[src/rtl/nibble_seq_adder.sv]
// rtl/nibble_seq_adder.sv - nibble-serial operand sequencer and result collector around an external 4-bit adder
// Optional subtract mode (op_sub port, operand B inversion) is enabled by defining NIBADD_SUB_EN.
module nibble_seq_adder #(
  parameter int NIBBLES = 4,
  localparam int W = 4 * NIBBLES
) (
  input  logic         clk,
  input  logic         rst,
  input  logic         in_valid,
  output logic         in_ready,
  input  logic [W-1:0] op_a,
  input  logic [W-1:0] op_b,
  input  logic         op_cin,
`ifdef NIBADD_SUB_EN
  input  logic         op_sub,
`endif
  output logic         out_valid,
  input  logic         out_ready,
  output logic [W-1:0] sum,
  output logic         cout,
  output logic [3:0]   add_a,
  output logic [3:0]   add_b,
  output logic         add_c,
  input  logic [3:0]   add_s,
  input  logic         add_co,
  output logic         busy
);

  localparam int IW = (NIBBLES > 1) ? $clog2(NIBBLES) : 1;

  typedef enum logic [1:0] {S_IDLE, S_RUN, S_DONE} state_t;

  state_t         r_state;
  logic [W-1:0]   r_a;
  logic [W-1:0]   r_b;
  logic [W-1:0]   r_sum;
  logic           r_carry;
  logic           r_cout;
  logic [IW-1:0]  r_idx;

  logic [3:0]     w_a_nib;
  logic [3:0]     w_b_nib;
  logic           w_last;
  logic           w_run;
  logic [W-1:0]   w_b_in;
  logic           w_c_in;

`ifdef NIBADD_SUB_EN
  // Subtraction as A + ~B + 1; the incoming carry is forced so op_cin is ignored.
  assign w_b_in = op_sub ? ~op_b : op_b;
  assign w_c_in = op_sub ? 1'b1 : op_cin;
`else
  assign w_b_in = op_b;
  assign w_c_in = op_cin;
`endif

  always_comb begin
    w_a_nib = 4'd0;
    w_b_nib = 4'd0;
    for (int k = 0; k < NIBBLES; k++) begin
      if (r_idx == IW'(k)) begin
        w_a_nib = r_a[4*k +: 4];
        w_b_nib = r_b[4*k +: 4];
      end
    end
  end

  assign w_last = (r_idx == IW'(NIBBLES - 1));
  assign w_run  = (r_state == S_RUN);

  always_ff @(posedge clk) begin
    if (rst) begin
      r_state <= S_IDLE;
      r_a     <= '0;
      r_b     <= '0;
      r_sum   <= '0;
      r_carry <= 1'b0;
      r_cout  <= 1'b0;
      r_idx   <= '0;
    end else begin
      case (r_state)
        S_IDLE: begin
          if (in_valid) begin
            r_a     <= op_a;
            r_b     <= w_b_in;
            r_carry <= w_c_in;
            r_idx   <= '0;
            r_sum   <= '0;
            r_state <= S_RUN;
          end
        end
        S_RUN: begin
          for (int k = 0; k < NIBBLES; k++) begin
            if (r_idx == IW'(k)) r_sum[4*k +: 4] <= add_s;
          end
          r_carry <= add_co;
          r_idx   <= r_idx + IW'(1);
          if (w_last) begin
            r_cout  <= add_co;
            r_state <= S_DONE;
          end
        end
        S_DONE: begin
          if (out_ready) r_state <= S_IDLE;
        end
        default: r_state <= S_IDLE;
      endcase
    end
  end

  assign in_ready  = (r_state == S_IDLE);
  assign out_valid = (r_state == S_DONE);
  assign busy      = ~in_ready;
  assign sum       = r_sum;
  assign cout      = r_cout;
  // Adder inputs are held at zero outside RUN so the ripple path stays quiet.
  assign add_a     = w_run ? w_a_nib : 4'd0;
  assign add_b     = w_run ? w_b_nib : 4'd0;
  assign add_c     = w_run & r_carry;

endmodule

[config.mk]
export PLATFORM = sky130hd
export DESIGN_NAME = nibble_seq_adder
export DESIGN_NICKNAME = d
export VERILOG_FILES = /design/src/rtl/nibble_seq_adder.sv
export SDC_FILE = /design/constraint.sdc
export NUM_CORES = 1
export LEC_CHECK = 0
export CELL_PAD_IN_SITES_DETAIL_PLACEMENT = 1
export CELL_PAD_IN_SITES_GLOBAL_PLACEMENT = 2
export CORE_ASPECT_RATIO = 0.7
export CORE_MARGIN = 2
export CORE_UTILIZATION = 24
export DETAILED_ROUTE_END_ITERATION = 10
export GPL_TIMING_DRIVEN = 1
export PLACE_DENSITY = 0.8
export SYNTH_ARGS = -nofsm -noshare
export SYNTH_HDL_FRONTEND = slang
export SYNTH_SLANG_ARGS = --single-unit
[constraint.sdc]
create_clock -name clk -period 1.5 [get_ports clk]
set_input_delay 0.3 -clock clk [delete_from_list [all_inputs] [get_ports clk]]
set_output_delay 0.3 -clock clk [all_outputs]
set_load 0.03 [all_outputs]
# After elaboration in Yosys (flattened, before gate mapping)
# Index checks and enable logic that the tools add are counted.
[word_totals]
wordCells = 59
regBits = 54
[classes]
eq_ne = 11
n_reduce_logical = 11
bitwise = 2
n_addsub = 1
n_mux = 24
[op_table]
columns = ["op", "n"]
rows = [
  ["2-to-1 mux 4 bit", 14],
  ["case mux 16 bit (2 select lines)", 1],
  ["2-to-1 mux 16 bit", 1],
  ["AND reduction 3 bit", 5],
  ["2-to-1 mux 2 bit", 4],
  ["inequality test 2 x 1 -> 1 bit, second input constant", 4],
  ["equality test 2 bit, second input constant", 3],
  ["case mux 2 bit (3 select lines)", 1],
  ["AND reduction 2 bit", 3],
  ["equality test 2 x 1 -> 1 bit, second input constant", 2],
  ["logical NOT 2 bit", 2],
  ["inequality test 2 bit, second input constant", 2],
  ["case mux 2 bit (2 select lines)", 1],
  ["adder 2 x 1 -> 2 bit, second input constant", 1],
  ["case mux 1 bit (2 select lines)", 1],
  ["nonzero test 2 bit", 1],
  ["bitwise AND 1 bit", 1],
  ["2-to-1 mux 1 bit", 1],
  ["NOT 1 bit", 1],
]

# Logic depth before layout (Yosys ltp)
[depth]
depth_word = 6
ltp_mapped = 7
depth_no_buf = 5

# Worst setup path before layout
# No wires, ideal clock.
[synth_timing]
kind = "register -> output"
startpoint = "register r_idx[1]"
endpoint = "output add_a[0]"
required_time_ps = 1200
arrival_time_ps = 2145
slack_ps = -945
n_path_buf = 2
stages_incl_launch_ff = 8
path_cell_list = "dfxtp_1 inv_1 ha_1 buf_2 nor2b_1 buf_2 a221oi_1 o41ai_1"
[synth_via]
elab_chain_len = 6
elab_cells_between_ends = 9
classes_between = "eq/ne: 3; mux: 5; reduce/logical: 1"
[synth_rtl]
columns = ["element", "line_no", "source"]
rows = [
  ["start: declaration", "39", "logic [IW-1:0] r_idx;"],
  ["start signal: assignment", "97", "r_idx <= r_idx + IW'(1);"],
  ["logical NOT 2 bit", "61", "if (r_idx == IW'(k)) begin"],
  ["2-to-1 mux 4 bit (3 in a row)", "61", ""],
  ["2-to-1 mux 4 bit *", "61", ""],
  ["2-to-1 mux 4 bit *", "117", "assign add_a = w_run ? w_a_nib : 4'd0;"],
  ["end: declaration", "21", "output logic [3:0] add_a,"],
]
# Every way passes the cells marked *; elsewhere a longest branch is shown, timed or not.

# Worst setup path in the final report
# Same ends and word-level chain as after synthesis.

==> metrics <==
GR Util All Layers 15.44%; grt ovf 0; GR Util met3 3.255%; Peak VDD IR 0.4615 mV; final worst slack -0.5386 ns; CTS tree done; I/O pins 71; dominant synthesized flop cell dfxtp_1; Unique masters post-synth 28; Vias 2323; CORE AREA 9722 sq um; sequential area share after synthesis 44.95%; final setup violation count 11; gpl congestion 0.7185; CP peak stage delay 0.36 ns; Slew Limit Headroom 78.52%; Die ar. 10850 sq um; Slew @ Worst Pin 0.3221 ns; Ant. Diodes 0; startpoint types flop; f_max 0.4905 GHz; Syn Nets 334; Hold Path End sum[11]; Hold Path Cell Cnt 2; slowest CP cell dfxtp_4; Port Buf Inserts 70; first-pass GRT wire length 12940 um; worst min-delay path category in -> reg; worst r2r src r_idx[0]; # H-tree levels 2; die height 87.75 um; area delta synth->final 69.30%; Synth Instances 288; outcome complete, but fails checks; Final nets 423; layout cells sized above 1 27.59%; minimum clock period 2.039 ns; Pre-antenna DRT Iters 4; Hold Fails Final Rpt 0; final wirelength 8320 um; path depth of the worst reg2reg path 7; busiest grt layer met2; Worst-path clk slew 0.07 ns; HP Start rst; kind of critical path reg -> out; Worst Path Max Fanout 6; # rows 30; drt drc 0; pwr dens 847.9 nW/um^2; vias in the first global route 2483; Post-synth EDFFs 0; Num CTS Buffers 5; DRT iter0 DRCs 68; Core Util, Final 41.88%; area of the mapped netlist 2405 sq um; Yosys reg bits 54; crit end category primary output; Pleak 1.555 nW; largest net degree at the start of global routing 39; number of max-cap violations 0; vias per cell 4.600; Sink Count 54; Antenna Nets Post-Route 0; Root Buffer clkbuf_16; WP buf/inv 3; starting density of the core 24.74%; RR Endpoint cout; failing checks negative setup slack; RSZ-0062 raised after global routing yes; met2 Use GR 27.22%; crit path DAT 1.74 ns; crit path cell chain buf_6 > ha_4 > buf_6 > nor2b_4 > o41ai_4 > buf_6; critical path's top delay family buffers and inverters; Syn Area/Cell 8.350 sq um; Clk Latency, worst-skew pair 0.29 ns; total power 3.452 mW; Clock Path Buffers 2; die width 123.6 um; reg2reg setup slack -0.01 ns; ys async rst share 0%; most frequent CP cell buf_6; WL per Instance 16.48 um; crit share post-route 135.9%; clock skew 0.003485 ns; Slew Viols, Final 0; GR met1 Demand/Resource 19.86%; WP data required 1.20 ns; initial antenna violation count 0; DP Wirelength 5849 um; Yosys warnings 0
cell usage after synthesis (5+ instances only):
master    number  area share (%)
inv_1         16             2.5
dfxtp_1       54              45
nor2b_1       11             2.9
buf_6          5             2.3
a221oi_1       8             2.9
o41ai_1        5             1.8
nand2_1       68              11
nand2b_1       7             1.8
buf_2          9             1.9
a21oi_1       39             8.1
o32ai_1       12             4.4
nand3_1        9             1.9
clkbuf_1      10             1.6
where the power goes:
group	switching [mW]	internal, mW
Combinational	0.392	0.390
Sequential	0.0616	1.50
Clock	0.494	0.612
Total	0.948	2.50
placed cells by master (no fill, tap or decap), types with 3 or more instances in the layout:
cell / instances
inv_1: 14
o21ai_1: 3
nor2_1: 3
buf_4: 21
nand2_1: 67
buf_12: 4
a221oi_2: 4
dlygate4sd2_1: 17
o41ai_4: 8
clkdlybuf4s50_1: 40
o32ai_1: 8
dfxtp_1: 50
buf_8: 6
nand2b_1: 7
clkbuf_16: 6
a221oi_4: 4
ha_4: 4
buf_6: 16
a21oi_1: 39
nand3b_1: 4
nor2b_4: 9
nand4b_1: 4
nand3_1: 9
o32ai_2: 4
metal layers:
| layer | wire length, um | part of all wire [%] |
|---|---|---|
| met4 | 34 | 0.41 |
| met2 | 4011 | 48 |
| met5 | 0 | 0 |
| met1 | 3901 | 47 |
| met3 | 372 | 4.5 |
final cells by class:
cell class,count,area [sq um]
Sequential cell,54,1091
Inverter,16,65.06
Fill cell,1112,5650
Timing Repair Buffer,107,1092
Clock buffer,7,132.6
Tap cell,128,160.2
Multi-Input combinational cell,193,1530
timing repair:
item,in CTS,in global routing
hold buffers,0,0
setup buffers,5,5
resized for setup,65,17
endpoints found under the setup margin,71,58
gates cloned,0,2
pin swaps,7,10
per-stage QoR:
| step | cells | cell area [sq um] | hold slack, ns | TNS [ns] | setup WS [ns] |
|---|---|---|---|---|---|
| final | 505 | 4071 | 0.3146 | -4.257 | -0.5386 |
| after global routing | 505 | 4071 | 0.3258 | -5.547 | -0.5967 |
| after CTS | 498 | 3928 | 0.3124 | -4.623 | -0.5896 |
| after detailed placement | 488 | 3591 | 0.4505 | -17.46 | -0.4518 |
| after global placement | 488 | 3591 | 0.4468 | -16.49 | -0.3750 |
| after floorplan | 288 | 2678 | 0.4360 | -3.134 | -0.3465 |
sequential cells by signal, indices dropped and copies added, names as in the netlist:
name / flops
cout: 1
r_a: 16
r_b: 16
r_carry: 1
r_idx: 2
r_state: 2
sum: 16
worst max path at each step:
stage / depth (start not counted) / end / from
after floorplan: 7 / add_a[0] / r_idx[1]
after global placement: 8 / add_b[0] / r_idx[1]
after detailed placement: 8 / add_b[0] / r_idx[1]
after CTS: 7 / add_a[0] / r_idx[0]
after global routing: 6 / add_a[0] / r_idx[1]
final: 6 / add_a[0] / r_idx[1]
logic make-up after synthesis:
family / Yosys count / synth area share [%]
buffers and inverters: 41 / 8.481
adder cells (fa/ha/maj): 4 / 2.081
AND/OR/NAND/NOR: 113 / 22.42
flip-flops: 54 / 44.95
AO/OA/AOI/OAI: 73 / 20.81
multiplexers: 3 / 1.249
worst register-to-register path: stages, from the launching register on:
cell and delay [ns]:
dfxtp_4 0.37, buf_4 0.16, ha_4 0.18, buf_12 0.15
buf_8 0.13, nand3b_1 0.14, mux2i_1 0.21, nor2_1 0.05
(Power assumes the default switching activity.)
